<file path="config.mk">
export PLATFORM = sky130hd
export DESIGN_NAME = mult_shift_add
export DESIGN_NICKNAME = d
export VERILOG_FILES = /design/src/rtl/multdiv_pkg.sv /design/src/rtl/and_array.sv /design/src/rtl/md_abs.sv /design/src/rtl/mult_shift_add.sv
export SDC_FILE = /design/constraint.sdc
export NUM_CORES = 1
export LEC_CHECK = 0
export ABC_AREA = 1
export CORE_MARGIN = 4
export CORE_UTILIZATION = 50
export CTS_CLUSTER_DIAMETER = 150
export DETAILED_ROUTE_END_ITERATION = 8
export GPL_TIMING_DRIVEN = 0
export MAX_ROUTING_LAYER = met4
export PLACE_DENSITY = 0.7
export SLEW_MARGIN = 10
export SYNTH_ARGS = -nofsm -noshare
export SYNTH_HDL_FRONTEND = slang
export SYNTH_HIERARCHICAL = 1
export SYNTH_SLANG_ARGS = --single-unit
</file>
<file path="constraint.sdc">
create_clock -name clock -period 5.7 [get_ports clock]
set_input_delay 1.14 -clock clock [delete_from_list [all_inputs] [get_ports clock]]
set_output_delay 1.14 -clock clock [all_outputs]
set_load 0.005 [all_outputs]
</file>
<file path="src/rtl/multdiv_pkg.sv">
// Shared constants and state encoding for the MultDiv unit (multiplier now, divider later).
package multdiv_pkg;
  localparam int MD_WIDTH = 32;
  localparam int MD_CNT_W = 6;

  typedef enum logic [1:0] {IDLE, RUN, FIX, DONE} md_state_t;
endpackage

</file>
<file path="src/rtl/and_array.sv">
// Bitwise AND gate array used to gate the multiplicand with a replicated multiplier bit.
module and_array #(
  parameter int WIDTH = 32
) (
  input  logic [WIDTH-1:0] a_i,
  input  logic [WIDTH-1:0] b_i,
  output logic [WIDTH-1:0] y_o
);
  assign y_o = a_i & b_i;
endmodule

</file>
<file path="src/rtl/md_abs.sv">
// Two's-complement magnitude and sign; the most negative value maps to its own bit pattern.
module md_abs #(
  parameter int WIDTH = 32
) (
  input  logic [WIDTH-1:0] a_i,
  output logic [WIDTH-1:0] mag_o,
  output logic             sign_o
);
  assign sign_o = a_i[WIDTH-1];
  assign mag_o  = sign_o ? -a_i : a_i;
endmodule

</file>
<file path="src/rtl/mult_shift_add.sv">
// Sequential signed shift-add multiplier; MULT_EARLY_EXIT_EN ends RUN once the multiplier is exhausted.
//   state | meaning
//   IDLE  | waiting for ctrl_MULT
//   RUN   | one partial-product iteration per cycle
//   FIX   | sign correction, overflow evaluation
//   DONE  | data_resultRDY pulse
module mult_shift_add
  import multdiv_pkg::*;
#(
  parameter int WIDTH = MD_WIDTH,
  parameter int CNT_W = MD_CNT_W
) (
  input  logic             clock,
  input  logic             reset,
  input  logic             ctrl_MULT,
  input  logic [WIDTH-1:0] data_operandA,
  input  logic [WIDTH-1:0] data_operandB,
  output logic [WIDTH-1:0] data_result,
  output logic             data_exception,
  output logic             data_resultRDY,
  output logic             busy
);
  md_state_t          state_q;
  logic [WIDTH-1:0]   mcand_q, mplier_q, result_q;
  logic [2*WIDTH-1:0] acc_q;
  logic [CNT_W-1:0]   cnt_q;
  logic               neg_q, exc_q, rdy_q, busy_q;

  logic [WIDTH-1:0]   mag_a, mag_b, pp;
  logic               sign_a, sign_b;
  logic [WIDTH:0]     sum;
  logic [2*WIDTH-1:0] acc_shr, acc_aligned, prod;
  logic               run_exit, ovf;

  md_abs #(.WIDTH(WIDTH)) u_abs_a (.a_i(data_operandA), .mag_o(mag_a), .sign_o(sign_a));
  md_abs #(.WIDTH(WIDTH)) u_abs_b (.a_i(data_operandB), .mag_o(mag_b), .sign_o(sign_b));

  and_array #(.WIDTH(WIDTH)) u_and (
    .a_i (mcand_q),
    .b_i ({WIDTH{mplier_q[0]}}),
    .y_o (pp)
  );

  assign sum     = {1'b0, acc_q[2*WIDTH-1:WIDTH]} + {1'b0, pp};
  assign acc_shr = {sum, acc_q[WIDTH-1:1]};

`ifdef MULT_EARLY_EXIT_EN
  // After cnt iterations the product sits (WIDTH - cnt) bits too high.
  logic [CNT_W-1:0] align_sh;
  assign align_sh    = CNT_W'(WIDTH) - cnt_q;
  assign acc_aligned = acc_q >> align_sh;
  assign run_exit    = (mplier_q == '0);
`else
  assign acc_aligned = acc_q;
  assign run_exit    = 1'b0;
`endif

  assign prod = neg_q ? -acc_aligned : acc_aligned;
  assign ovf  = !((&prod[2*WIDTH-1:WIDTH-1]) || !(|prod[2*WIDTH-1:WIDTH-1]));

  always_ff @(posedge clock) begin
    if (reset) begin
      state_q  <= IDLE;
      mcand_q  <= '0;
      mplier_q <= '0;
      acc_q    <= '0;
      cnt_q    <= '0;
      neg_q    <= 1'b0;
      result_q <= '0;
      exc_q    <= 1'b0;
      rdy_q    <= 1'b0;
      busy_q   <= 1'b0;
    end else begin
      rdy_q <= 1'b0;
      if (ctrl_MULT) begin
        // A start in any state (including an abort of RUN/FIX) relaunches.
        mcand_q  <= mag_a;
        mplier_q <= mag_b;
        neg_q    <= sign_a ^ sign_b;
        acc_q    <= '0;
        cnt_q    <= '0;
        busy_q   <= 1'b1;
        state_q  <= RUN;
      end else begin
        case (state_q)
          RUN: begin
            if (run_exit) begin
              state_q <= FIX;
            end else begin
              acc_q    <= acc_shr;
              mplier_q <= mplier_q >> 1;
              cnt_q    <= cnt_q + CNT_W'(1);
              if (cnt_q == CNT_W'(WIDTH-1)) state_q <= FIX;
            end
          end
          FIX: begin
            result_q <= prod[WIDTH-1:0];
            exc_q    <= ovf;
            rdy_q    <= 1'b1;
            busy_q   <= 1'b0;
            state_q  <= DONE;
          end
          DONE:    state_q <= IDLE;
          default: state_q <= IDLE;
        endcase
      end
    end
  end

  assign data_result    = result_q;
  assign data_exception = exc_q;
  assign data_resultRDY = rdy_q;
  assign busy           = busy_q;
endmodule

</file>
==> reports/metrics.csv <==
stage;metric;value;unit
sta;Setup TNS;0;ns
die;chip width;168;um
die;height of the die;168;um
setup_path;flop2flop setup slack;2.34;ns
setup_path;crit path capture;data_result[19]$_SDFFE_PP0P_;
sta;Peak Freq;0.295;GHz
clock_tree;clk sink count;172;
synthesis;Synth cell types;47;
sta;Tmin final;3.39;ns
setup_path;type of destination of the critical path;register;
die;Initial Util;50.7;%
route;Avg WL per Cell;16.6;um
cells_and_area;commonest non-fill, non-tap cell in the layout;nand2_1;
cells_and_area;ant diodes;0;
setup_path;Worst R2R Start;mplier_q[0]$_SDFFE_PP0P_;
cells_and_area;final core occ;58.7;%
worst_hold_path;HP Class;reg -> reg;
cells_and_area;Area growth, synth to finish;15.8;%
route;# DRC;0;
clock_tree;TritonCTS clock tree;done;
clock_tree;register clock-pin slew on the reported worst setup and hold paths;0.09;ns
setup_path;Worst setup SP type;primary input;
die;Die ar.;28100;um^2
setup_path;CP Max Fanout;10;
global_route;grt peak-use layer;met2;
run;Max Cap Viol;0;
pwr;Final Total Pwr;3440;uW
setup_path;WP data required;6.06;ns
sta;setup ws final;2.31;ns
synthesis;Mapped Cells;2102;
pwr;pwr/cell area;234;nW/um^2
clock_tree;CTS root buffer;clkbuf_16;
synthesis;Post-Syn Area per Cell;6.06;um^2
cells_and_area;Multi-input gate area;8030;um^2
sta;Worst Hold Slack;0.453;ns
global_route;GRT overflow;0;
clock_tree;Clock Tree Buf Depth;2;
cells_and_area;fraction of layout cells with a size suffix above 1;6.23;%
clock_tree;clk_lat worst skew;0.45;ns
synthesis;sequential fraction of the synthesis area;27.0;%
clock_tree;postcts setup bufs;0;
setup_path;Reg2Reg Depth;19;
route;vias;13700;
clock_tree;htree depth;4;
synthesis;syn_nets;2208;
placed_design;dpl ws;1.96;ns
setup_path;CP startpoint;reset;
pwr;Leak;0.00707;uW
global_route;met1 Use GR;41.1;%
pwr;worst vdd ir;0.198;mV
route;Initial DRC Count;1314;
global_route;vias in the first global route;12600;
global_route;met3 Use GR;3.64;%
die;core box area;25100;um^2
setup_path;CP arrival;3.75;ns
setup_path;FF-to-FF End;acc_aligned[56]$_SDFFE_PP0P_;
placed_design;port bufs;98;
clock_tree;Hold-fix buffers, CTS;0;
clock_tree;Num CTS Buffers;17;
sta;final hold violation count;0;
sta;# setup viols final;0;
route;vias per cell;5.36;
global_route;first-pass GRT wire length;66.9;mm
die;Rows;58;
synthesis;synthesized cell area;12700;um^2
setup_path;crit path kind;in -> reg;
synthesis;Synth Register Bits;172;
cells_and_area;Layout fillers;2629;
sta;Clock Skews;0.0187;ns
global_route;GRT Util Overall;30.5;%
sta;Slew Viols, Final;0;
placed_design;dpl hpwl;34.6;mm
route;Routed WL;42.6;mm
sta;RSZ-0062 raised after global routing;false;
global_route;routing usage on met2;48.4;%
die;I/O pin cnt;102;
cells_and_area;Sequential cell area;3440;um^2
cells_and_area;commonest non-fill, non-tap cells in the layout;nand2_1 (558), nor2_1 (337), inv_1 (243), o21ai_0 (186), dfxtp_1 (172);
placed_design;routability cong.;1.01;
global_route;antenna violations before repair;0;
cells_and_area;# nets final;2325;
route;TritonRoute pass-1 iters;5;
sta;Slew @ Worst Pin;0.980;ns
sta;Worst slew margin;34.6;%
route;ANT nets after route;0;
global_route;largest net degree at the start of global routing;34;
sta;fin crit share;59.4;%
clock_tree;Post-CTS Resized;0;
outcome;status;finished, final reports clean;
synthesis;Yosys Warn Count;6;
==> cells in the mapped netlist, drive strengths merged <==
cell,number,area (um^2)
nand2,579,2240
nor2,381,1630
inv,249,935
o21ai,206,1090
dfxtp,172,3440
a21oi,112,568
nand3,112,586
clkbuf,45,169
ha,38,475
xor2,33,289
xnor2,29,254
buf,24,145
a221oi,20,175
nor3,18,95.1
a31oi,15,93.8
nand4,12,75.1
a21o,9,67.6
a32o,9,90.1
o221ai,9,78.8
a211oi,7,52.6
nand3b,6,45.0
a21boi,3,26.3
o211ai,3,22.5
o21bai,3,22.5
clkinv,2,7.51
or2,2,12.5
a41oi,1,8.76
and2,1,6.26
fa,1,20.0
o21a,1,7.51
==> how the worst min path moves through the flow <==
stage | from | to | slack, ns | cells after the start
2_1_floorplan | mplier_q[1]$_SDFFE_PP0P_ | mplier_q[0]$_SDFFE_PP0P_ | 0.43 | 2
3_3_place_gp | data_result[11]$_SDFFE_PP0P_ | data_result[11]$_SDFFE_PP0P_ | 0.44 | 2
3_5_place_dp | data_result[11]$_SDFFE_PP0P_ | data_result[11]$_SDFFE_PP0P_ | 0.44 | 2
4_1_cts | data_result[11]$_SDFFE_PP0P_ | data_result[11]$_SDFFE_PP0P_ | 0.46 | 2
5_1_grt | data_result[3]$_SDFFE_PP0P_ | data_result[3]$_SDFFE_PP0P_ | 0.48 | 2
6_report | data_result[11]$_SDFFE_PP0P_ | data_result[11]$_SDFFE_PP0P_ | 0.45 | 2
==> through the flow <==
step | area, um^2 | std cells
6_report | 14700 | 2562
5_1_grt | 14700 | 2562
3_3_place_gp | 14100 | 2530
4_1_cts | 14700 | 2562
3_5_place_dp | 14100 | 2530
2_1_floorplan | 12700 | 2102
==> flip-flops by register name, summed over array words and instances, names as in the netlist <==
signal          count
acc_aligned        64
busy                1
cnt_q               6
data_exception      1
data_result        32
data_resultRDY      1
mcand_q            32
mplier_q           32
neg_q               1
state_q             2
==> layout make-up <==
cell class	count	share of cell area, %
clock buffer	17	2.88
tap	330	2.80
multi-input combinational	1610	54.5
timing repair buffer	98	6.65
buffer	69	2.13
sequential	172	23.3
inverter	251	6.39
clock inverter	15	1.32
==> metal layers <==
layer,vias to the layer above,share of wire (%)
li1,7025,-
met1,6126,46
met2,488,45
met3,84,6.4
met4,0,2.7
met5,-,0
==> critical path: stages <==
cell	delay (ns)
clkdlybuf4s50_1	0.61
nor2_1	0.63
inv_2	0.23
nor2_2	0.47
buf_4	0.31
o21ai_0	0.15
o21ai_0	0.19
==> logic make-up after synthesis <==
| logic type | Yosys count | share of synthesized area (%) |
|---|---|---|
| AND/OR/NAND/NOR | 1111 | 36.9 |
| AO/OA/AOI/OAI | 398 | 18.1 |
| buffers and inverters | 320 | 9.87 |
| flip-flops | 172 | 27.0 |
| XOR/XNOR | 62 | 4.26 |
| adder cells (fa/ha/maj) | 39 | 3.89 |
==> power breakdown <==
group	leakage [uW]	internal [uW]	total, uW	switching [uW]
logic	0.00537	304	915	611
clock network	0.000299	599	1210	609
registers	0.00141	1260	1320	58.1
total	0.00707	2170	3440	1280
Power figures use the tool's default switching activity.
